[config.mk]
export PLATFORM = sky130hd
export DESIGN_NAME = uart_tx_buffered
export DESIGN_NICKNAME = d
export VERILOG_FILES = /design/src/rtl/uart_tx_buffered.sv
export SDC_FILE = /design/constraint.sdc
export NUM_CORES = 1
export LEC_CHECK = 0
export CAP_MARGIN = 25
export CORE_MARGIN = 5
export CORE_UTILIZATION = 58
export CTS_CLUSTER_DIAMETER = 30
export DETAILED_ROUTE_END_ITERATION = 12
export GPL_TIMING_DRIVEN = 0
export PLACE_DENSITY = 0.85
export SLEW_MARGIN = 10
export SYNTH_ARGS = -nofsm -noshare
export SYNTH_HDL_FRONTEND = slang
export SYNTH_SLANG_ARGS = --single-unit
[constraint.sdc]
create_clock -name i_clk -period 4.95 [get_ports i_clk]
set_clock_uncertainty 0.2 [all_clocks]
set_input_delay 1.485 -clock i_clk [delete_from_list [all_inputs] [get_ports i_clk]]
set_output_delay 1.485 -clock i_clk [all_outputs]
set_load 0.005 [all_outputs]
[src/rtl/uart_tx_buffered.sv]
// Memory-mapped 8N1 UART transmitter with a write FIFO and status/baud registers.
// Build option: define UART_TX_PARITY_EN to append an even-parity bit to each frame.
module uart_tx_buffered #(
  parameter int DATA_WIDTH  = 32,
  parameter int DEPTH       = 8,
  parameter int DEFAULT_DIV = 433
) (
  input  logic                  i_clk,
  input  logic                  i_rst,
  input  logic [DATA_WIDTH-1:0] wd,
  input  logic [31:0]           address,
  input  logic                  we,
  input  logic                  re,
  output logic [DATA_WIDTH-1:0] rd,
  output logic                  tx,
  output logic                  o_busy
);

  localparam int AW = $clog2(DEPTH);
  localparam int CW = AW + 1;

`ifdef UART_TX_PARITY_EN
  typedef enum logic [2:0] {IDLE, START, DATA, PARITY, STOP} state_t;
`else
  typedef enum logic [2:0] {IDLE, START, DATA, STOP} state_t;
`endif

  logic [7:0]    mem [DEPTH];
  logic [AW-1:0] wr_ptr_reg;
  logic [AW-1:0] rd_ptr_reg;
  logic [CW-1:0] count_reg;
  logic          ovf_reg;
  logic [15:0]   clkdiv_reg;

  state_t        state_reg, state_next;
  logic [15:0]   timer_reg, timer_next;
  logic [15:0]   bit_div_reg, bit_div_next;
  logic [2:0]    bit_idx_reg, bit_idx_next;
  logic [7:0]    shift_reg;
  logic          tx_reg, tx_next;
`ifdef UART_TX_PARITY_EN
  logic          parity_reg;
`endif

  logic [1:0] reg_sel;
  logic       empty, full, push_req, push, pop, shift_en;
  logic       unused_bits;

  assign reg_sel  = address[3:2];
  assign empty    = (count_reg == '0);
  assign full     = (count_reg == CW'(DEPTH));
  assign push_req = we && (reg_sel == 2'd0);
  // A full FIFO rejects the push even if the FSM frees a slot this cycle.
  assign push     = push_req && !full;

  assign unused_bits = ^{re, address[31:4], address[1:0], wd};

  // FIFO bookkeeping and control registers
  always_ff @(posedge i_clk) begin
    if (i_rst) begin
      wr_ptr_reg <= '0;
      rd_ptr_reg <= '0;
      count_reg  <= '0;
      ovf_reg    <= 1'b0;
      clkdiv_reg <= 16'(DEFAULT_DIV);
    end else begin
      if (push) wr_ptr_reg <= wr_ptr_reg + AW'(1);
      if (pop)  rd_ptr_reg <= rd_ptr_reg + AW'(1);
      count_reg <= count_reg + CW'(push) - CW'(pop);
      if (push_req && full)
        ovf_reg <= 1'b1;
      else if (we && (reg_sel == 2'd1) && wd[3])
        ovf_reg <= 1'b0;
      if (we && (reg_sel == 2'd2))
        clkdiv_reg <= wd[15:0];
    end
  end

  // Storage and registered read into the shifter; no reset so it maps to RAM.
  always_ff @(posedge i_clk) begin
    if (push)
      mem[wr_ptr_reg] <= wd[7:0];
    if (pop) begin
      shift_reg  <= mem[rd_ptr_reg];
`ifdef UART_TX_PARITY_EN
      parity_reg <= ^mem[rd_ptr_reg];
`endif
    end else if (shift_en) begin
      shift_reg <= {1'b0, shift_reg[7:1]};
    end
  end

  always_ff @(posedge i_clk) begin
    if (i_rst) begin
      state_reg   <= IDLE;
      timer_reg   <= '0;
      bit_div_reg <= 16'(DEFAULT_DIV);
      bit_idx_reg <= '0;
      tx_reg      <= 1'b1;
    end else begin
      state_reg   <= state_next;
      timer_reg   <= timer_next;
      bit_div_reg <= bit_div_next;
      bit_idx_reg <= bit_idx_next;
      tx_reg      <= tx_next;
    end
  end

  always_comb begin
    state_next   = state_reg;
    timer_next   = timer_reg;
    bit_div_next = bit_div_reg;
    bit_idx_next = bit_idx_reg;
    pop          = 1'b0;
    shift_en     = 1'b0;
    tx_next      = 1'b1;

    case (state_reg)
      IDLE: begin
        if (!empty) begin
          pop          = 1'b1;
          state_next   = START;
          timer_next   = clkdiv_reg;
          bit_div_next = clkdiv_reg;
        end
      end
      START: begin
        if (timer_reg == '0) begin
          state_next   = DATA;
          bit_idx_next = '0;
          timer_next   = bit_div_reg;
        end else begin
          timer_next = timer_reg - 16'd1;
        end
      end
      DATA: begin
        if (timer_reg == '0) begin
          timer_next = bit_div_reg;
          if (bit_idx_reg == 3'd7) begin
`ifdef UART_TX_PARITY_EN
            state_next = PARITY;
`else
            state_next = STOP;
`endif
          end else begin
            shift_en     = 1'b1;
            bit_idx_next = bit_idx_reg + 3'd1;
          end
        end else begin
          timer_next = timer_reg - 16'd1;
        end
      end
`ifdef UART_TX_PARITY_EN
      PARITY: begin
        if (timer_reg == '0) begin
          state_next = STOP;
          timer_next = bit_div_reg;
        end else begin
          timer_next = timer_reg - 16'd1;
        end
      end
`endif
      STOP: begin
        if (timer_reg == '0) begin
          // Chain straight into the next start bit when more data is queued.
          if (!empty) begin
            pop          = 1'b1;
            state_next   = START;
            timer_next   = clkdiv_reg;
            bit_div_next = clkdiv_reg;
          end else begin
            state_next = IDLE;
          end
        end else begin
          timer_next = timer_reg - 16'd1;
        end
      end
      default: state_next = IDLE;
    endcase

    // Line level follows the state being entered, so tx is fully registered.
    case (state_next)
      START:   tx_next = 1'b0;
      DATA:    tx_next = shift_en ? shift_reg[1] : shift_reg[0];
`ifdef UART_TX_PARITY_EN
      PARITY:  tx_next = parity_reg;
`endif
      default: tx_next = 1'b1;
    endcase
  end

  always_comb begin
    rd = '0;
    case (reg_sel)
      2'd1: begin
        rd[0]      = empty;
        rd[1]      = full;
        rd[2]      = (state_reg != IDLE);
        rd[3]      = ovf_reg;
        rd[8 +: CW] = count_reg;
      end
      2'd2:    rd[15:0] = clkdiv_reg;
      default: rd = '0;
    endcase
  end

  assign tx     = tx_reg;
  assign o_busy = !empty || (state_reg != IDLE);

endmodule

==> results of run 1 <==
[tightest hold or removal path, cell delays in order, from the launching register on]
cell	delay, ps
dfxtp_1	310
nand2_1	50
a21oi_1	50
[repair_timing]
action	in CTS	in global routing
gates resized for setup	9	5
gates cloned	0	0
setup endpoints to repair	17	5
buffers inserted	0	1
[cells in the final DEF (no fill, tap or decap), types with 3 or more instances in the layout]
| master | Yosys | final |
|---|---|---|
| and2_1 | 14 | 14 |
| buf_2 | 2 | 6 |
| bufinv_16 | 0 | 3 |
| a21oi_1 | 51 | 51 |
| inv_8 | 0 | 4 |
| dfxtp_1 | 69 | 69 |
| nand3_1 | 23 | 23 |
| buf_4 | 16 | 19 |
| a221oi_1 | 7 | 7 |
| clkdlybuf4s50_1 | 0 | 37 |
| nor2_1 | 35 | 35 |
| mux2i_1 | 15 | 15 |
| conb_1 | 1 | 17 |
| inv_6 | 0 | 5 |
| clkbuf_16 | 0 | 17 |
| ha_1 | 14 | 11 |
| nand2b_1 | 3 | 3 |
| nand2_1 | 129 | 129 |
| xor2_1 | 5 | 5 |
| nor3_1 | 17 | 17 |
| nor4_1 | 5 | 4 |
| edfxtp_1 | 72 | 72 |
| or3_1 | 7 | 7 |
| buf_1 | 4 | 4 |
| a22oi_1 | 11 | 11 |
| or4_4 | 3 | 3 |
| clkbuf_1 | 35 | 31 |
| ha_4 | 0 | 3 |
| a2111oi_0 | 4 | 4 |
| mux4_2 | 16 | 16 |
| inv_1 | 13 | 12 |
| o21ai_1 | 6 | 6 |
| nor2b_1 | 10 | 10 |
| xnor2_1 | 9 | 9 |
| or2_2 | 3 | 3 |
| o21ai_0 | 23 | 23 |
[area by class of cell]
class	instances	area, sq um
fill	815	3326
multi-input combinational	455	2887
inverter	14	52.55
sequential	141	3543
timing repair buffer	44	417.9
clock inverter	15	200.2
buffer	57	290.3
tap	143	178.9
clock buffer	17	425.4
[per-layer routing]
layer	wire (um)	part of all wire (%)	vias up
met5	0	0	-
met3	1979	11	77
met2	8645	47	350
met4	755	4.1	0
li1	-	-	2461
met1	7013	38	2570
[kinds of logic after synthesis]
kind of cell | synth area share (%)
adders and majority gates | 2.928
AOI/OAI and AO/OA | 10.96
xor gates and xnor gates | 1.839
buffers and inverters | 5.180
and+or+nand+nor | 17.66
other | 0.05625
muxes | 8.221
DFF | 53.15
[how the worst min path moves through the flow]
stage | start | cells past startpoint | endpoint | slack [ps]
6_report | bit_div_reg[6]$_SDFFE_PP0P_ | 2 | bit_div_reg[6]$_SDFFE_PP0P_ | 260
5_1_grt | bit_div_reg[6]$_SDFFE_PP0P_ | 2 | bit_div_reg[6]$_SDFFE_PP0P_ | 270
4_1_cts | bit_div_reg[6]$_SDFFE_PP0P_ | 2 | bit_div_reg[6]$_SDFFE_PP0P_ | 260
3_5_place_dp | bit_div_reg[6]$_SDFFE_PP0P_ | 2 | bit_div_reg[6]$_SDFFE_PP0P_ | 250
3_3_place_gp | bit_div_reg[11]$_SDFFE_PP0P_ | 2 | bit_div_reg[11]$_SDFFE_PP0P_ | 240
2_1_floorplan | bit_idx_reg[1]$_SDFFE_PP0P_ | 2 | bit_idx_reg[1]$_SDFFE_PP0P_ | 240
[metrics by stage]
step	util, %	power, mW	std cells
6_report	70.62	3.854	886
5_1_grt	70.62	4.049	886
4_1_cts	70.36	3.833	885
3_5_place_dp	64.66	2.478	855
3_3_place_gp	64.36	2.440	850
2_1_floorplan	-	2.178	669
[where the power goes]
group          leakage (nW)  switching (mW)  total (mW)  internal, mW
Sequential             1.22          0.0736        1.42          1.34
Clock                 0.307           0.541        1.35         0.814
Combinational          1.39           0.648        1.08         0.434
==> flow_summary.json, run 1 <==
{
  "outcome": "complete, no violations",
  "setup_tns_ps": 0,
  "synthTopCellsByCount": "nand2_1, edfxtp_1, dfxtp_1",
  "max_freq_mhz": 203.2,
  "maxSlewViolCount": 0,
  "drtIter0Drc": 675,
  "hold_buffers": 0,
  "overflow": 0,
  "syn_area_sq_um": 6666,
  "finalNetCount": 813,
  "hold_viol_final": 0,
  "syn_avg_cell_area_sq_um": 10.21,
  "use_met3_pct": 9.152,
  "ys_types": 54,
  "hold_path.class": "reg -> reg",
  "path_depth": 5,
  "grt_usage_pct": 28.29,
  "crit_family": "buffers and inverters",
  "cts_buffer_depth": 2,
  "regToRegEndpoint": "count_reg[3]$_SDFF_PP0_",
  "start_kind": "input port",
  "top_usage_layer": "met2",
  "drv_cap": 0,
  "die_w_um": 117.2,
  "reg2reg_slack_ps": 1010,
  "antenna_found_initial": 0,
  "seq_area_frac_synth_pct": 53.15,
  "largest_reg_flops": 64,
  "cts_max_level": 4,
  "clk_latency_ps": 430,
  "io_buffers": 38,
  "dp_slack_ps": -364.6,
  "timing.rr.start": "timer_reg[0]$_SDFFE_PP0P_",
  "end_kind": "output pin",
  "ir_drop_mv": 0.3601,
  "crit_end": "rd[2]",
  "grt_pass1_wl_um": 28840,
  "holdWs_ps": 259.6,
  "antenna_left": 0,
  "synth.yosys.warnings": 0,
  "synth_top_area_cell": "edfxtp_1",
  "reg2reg_depth": 13,
  "powerDensity_nw_per_um2": 482.0,
  "vias": 5458,
  "routed_wl_um": 18390,
  "worstMarginPinSlew_ps": 1016,
  "criticalPathCategory": "in -> out",
  "drcViolationCount": 0,
  "vias_per_cell": 6.160,
  "syn_to_final_growth_pct": 19.93,
  "postPlaceCellArea_sq_um": 7320,
  "finish.instance_area_sq_um": 7995,
  "final_layout_size_suffix_gt1_share_pct": 12.92,
  "synthArstFlopShare_pct": 0,
  "cts_root_buf": "clkbuf_16",
  "critPathRequiredTime_ps": 3260,
  "relSlewSlack_pct": 31.99,
  "diodes": 0,
  "wire_per_inst_um": 20.76,
  "grtUsageMet1_pct": 36.33,
  "cts.sinks": 141,
  "yosysMostFrequentCell": "nand2_1",
  "die_height_um": 117.2,
  "place_hpwl_um": 12060,
  "grt_max_degree": 17,
  "critPathMaxFanout": 8,
  "io-pin-count": 102,
  "synth_area_leaders": "edfxtp_1, dfxtp_1, nand2_1",
  "crit_path_frequent_cell": "clkdlybuf4s50_1",
  "finalCritPeriodShare_pct": 99.40,
  "critical_path.slowest_cell": "clkdlybuf4s50_1",
  "grt_pass1_vias": 5445,
  "startpoint": "address[3]",
  "cpPeakStageDelay_ps": 540,
  "leakagePower_nw": 2.912,
  "cts_tree": "yes",
  "use_met2_pct": 43.40,
  "largest_register": "mem",
  "cp.buffers_inverters": 3,
  "cts_inserted_buffers": 17,
  "netlist_instances": 653,
  "path_clk_slew_ps": 60,
  "ys_ff_latch": 141,
  "setup_viol": 0,
  "dieArea_sq_um": 13740,
  "synth_edf_count": 72,
  "initial_core_util_pct": 58.89,
  "fin_ws_ps": 29.50,
  "fin_crit_ps": 4921,
  "rows": 39,
  "fp.coreArea_sq_um": 11320,
  "worstPathArrival_ps": 3240,
  "path_cells": "clkdlybuf4s50_1, inv_1, ha_4, a21boi_1, clkdlybuf4s50_1",
  "drtPass1Iterations": 6,
  "synth_top_area_share_pct": 32.43,
  "synth_flop_cell": "edfxtp_1",
  "routabilityCongestion": 0.9103
}
Note: power is estimated with default switching activity, not from simulation.
==> run 2, diff against run 1 <==
--- a/config.mk
+++ b/config.mk
@@ -6,7 +6,7 @@
 export NUM_CORES = 1
 export LEC_CHECK = 0
 export CAP_MARGIN = 25
-export CORE_MARGIN = 5
+export CORE_MARGIN = 2
 export CORE_UTILIZATION = 58
 export CTS_CLUSTER_DIAMETER = 30
 export DETAILED_ROUTE_END_ITERATION = 12
==> run 2 against run 1 <==
Net effect:
- register-to-register slack got worse by 90 ps
- first-iteration DRC count fell by 23%
- global-route usage increased by 0.92 points
- maximum frequency is 0.92% higher
- utilization down 0.66 points
- final cell count stayed put
- sequential share of layout area increased by 0.42 points
- sequential power hardly changed
- non-clock buffer count is the same
==> flow_summary.json, run 2 (synthesized netlist as in run 1, its figures left out) <==
{
  "grt_usage_pct": 29.21,
  "fin_crit_ps": 4876,
  "largest_register": "mem",
  "powerDensity_nw_per_um2": 463.7,
  "final_layout_size_suffix_gt1_share_pct": 12.25,
  "worstPathArrival_ps": 3190,
  "finalCritPeriodShare_pct": 98.50,
  "intPower_mw": 2.465,
  "path_clk_slew_ps": 60,
  "vias_per_cell": 6.073,
  "drv_cap": 0,
  "netSwitchingFraction_pct": 32.86,
  "io-pin-count": 102,
  "layout_commonest_cell": "nand2_1",
  "antenna_left": 0,
  "p_sw_mw": 1.207,
  "largest_reg_flops": 64,
  "antenna_found_initial": 0,
  "leakagePower_nw": 2.861,
  "path_cells": "clkdlybuf4s50_1, ha_4, buf_4, a22oi_1, nor2b_1, clkdlybuf4s50_1",
  "n_fill_cell": 808,
  "finalNetCount": 813,
  "critPathMaxFanout": 10,
  "dieArea_sq_um": 12370,
  "outcome": "complete, no violations",
  "relSlewSlack_pct": 42.22,
  "die_height_um": 111.2,
  "die_w_um": 111.2,
  "p_comb_share_pct": 29.2,
  "clk_latency_ps": 420,
  "vias": 5381,
  "max_freq_mhz": 205.1,
  "io_buffers": 38,
  "grt_pass1_vias": 5205,
  "grt_pass1_wl_um": 27670,
  "hold_viol_final": 0,
  "place_hpwl_um": 11850,
  "ir_drop_mv": 0.4003,
  "cts_inserted_buffers": 17,
  "critPathRequiredTime_ps": 3260,
  "multi_input_area_sq_um": 2890,
  "routed_wl_um": 17610,
  "hold_path.class": "reg -> reg",
  "initial_core_util_pct": 58.89,
  "criticalPathCategory": "in -> out",
  "cpPeakStageDelay_ps": 520,
  "drtIter0Drc": 521,
  "routabilityCongestion": 0.9915,
  "cts.sinks": 141,
  "cts_root_buf": "clkbuf_16",
  "start_kind": "input port",
  "syn_to_final_growth_pct": 18.81,
  "drtPass1Iterations": 5,
  "cts_buffer_depth": 2,
  "met2_wirelength_um": 8310,
  "grt_max_degree": 17,
  "fp.coreArea_sq_um": 11320,
  "place_inst": 855,
  "route.met3.wl_um": 1668,
  "regArea_sq_um": 3543,
  "drcViolationCount": 0,
  "layout_common_cells": "nand2_1, edfxtp_1, dfxtp_1",
  "worstMarginPinSlew_ps": 858.8,
  "diodes": 0,
  "critical_path.slowest_cell": "clkdlybuf4s50_1",
  "met1_length_um": 7066,
  "cts_max_level": 4,
  "instances_no_fill": 886,
  "cts_tree": "yes",
  "crit_path_frequent_cell": "clkdlybuf4s50_1",
  "end_kind": "output pin",
  "rows": 39,
  "seq_power_share_pct": 38.6,
  "setup_viol": 0,
  "clkPwrFrac_pct": 32.1,
  "overflow": 0,
  "maxSlewViolCount": 0,
  "fin_util_pct": 69.96,
  "dr.max_layer_used": "met4",
  "wire_per_inst_um": 19.87
}
## run 2: cell types whose count changed in the layout (fill, tap and decap cells not counted), moves of 2 or more
cell | before | now
clkinv_1 | 1 | 7
bufinv_16 | 3 | 1
inv_8 | 4 | 0
clkinvlp_4 | 1 | 3
## run 2: worst paths after layout
check / end / cells past startpoint / from / slack (ps)
setup / recovery: rd[0] / 6 / address[3] / 70
setup reg to reg: count_reg[3]$_SDFF_PP0_ / 13 / timer_reg[0]$_SDFFE_PP0P_ / 920
hold / removal: bit_div_reg[15]$_SDFFE_PP0P_ / 2 / bit_div_reg[15]$_SDFFE_PP0P_ / 260
hold reg to reg: bit_div_reg[15]$_SDFFE_PP0P_ / 2 / bit_div_reg[15]$_SDFFE_PP0P_ / 260
## run 2: repair_timing
item                       4_1_cts  5_1_grt
resized for setup               10        6
pin swaps                        0        0
hold buffers                     0        0
setup endpoints to repair       17        2
buffers inserted                 0        1
## run 2: layout make-up
| cell class | instances | share of cell area (%) |
|---|---|---|
| Sequential cell | 141 | 44.74 |
| Buffer | 57 | 3.665 |
| Clock inverter | 15 | 1.501 |
| Timing Repair Buffer | 44 | 5.308 |
| Multi-Input combinational cell | 455 | 36.49 |
| Tap cell | 143 | 2.259 |
| Clock buffer | 17 | 5.371 |
| Inverter | 14 | 0.6635 |
## run 2: critical path: cells and delay by family
family	cells	cell delay [ps]
simple gates	1	180
compound gates	1	90
fa+ha+maj	1	210
buf+inv	3	1220
## run 2: power by group through the flow
stage,sequential (mW),combinational (mW),clock (mW)
2_1_floorplan,1.41,0.764,0
3_3_place_gp,1.43,1.00,0
3_5_place_dp,1.44,1.04,0
4_1_cts,1.42,1.06,1.18
5_1_grt,1.43,1.19,1.23
6_report,1.42,1.07,1.18
## run 2: per-stage QoR
| step | setup TNS (ps) | power, mW | cell area, sq um | hold slack, ps | worst slack [ps] |
|---|---|---|---|---|---|
| 2_1_floorplan | 0 | 2.178 | 6726 | 235.6 | 858.1 |
| 3_3_place_gp | -2040 | 2.432 | 7286 | 244.1 | -391.8 |
| 3_5_place_dp | -2803 | 2.473 | 7322 | 248.6 | -471.4 |
| 4_1_cts | 0 | 3.656 | 7889 | 258.0 | 25.37 |
| 5_1_grt | -0.1477 | 3.843 | 7920 | 277.5 | -0.1477 |
| 6_report | 0 | 3.672 | 7920 | 255.6 | 74.39 |
## run 2: layer usage
layer,up-vias,track usage (%)
met5,-,0
met4,0,14.16
met3,46,6.069
met2,317,46.06
met1,2566,38.81
li1,2452,-
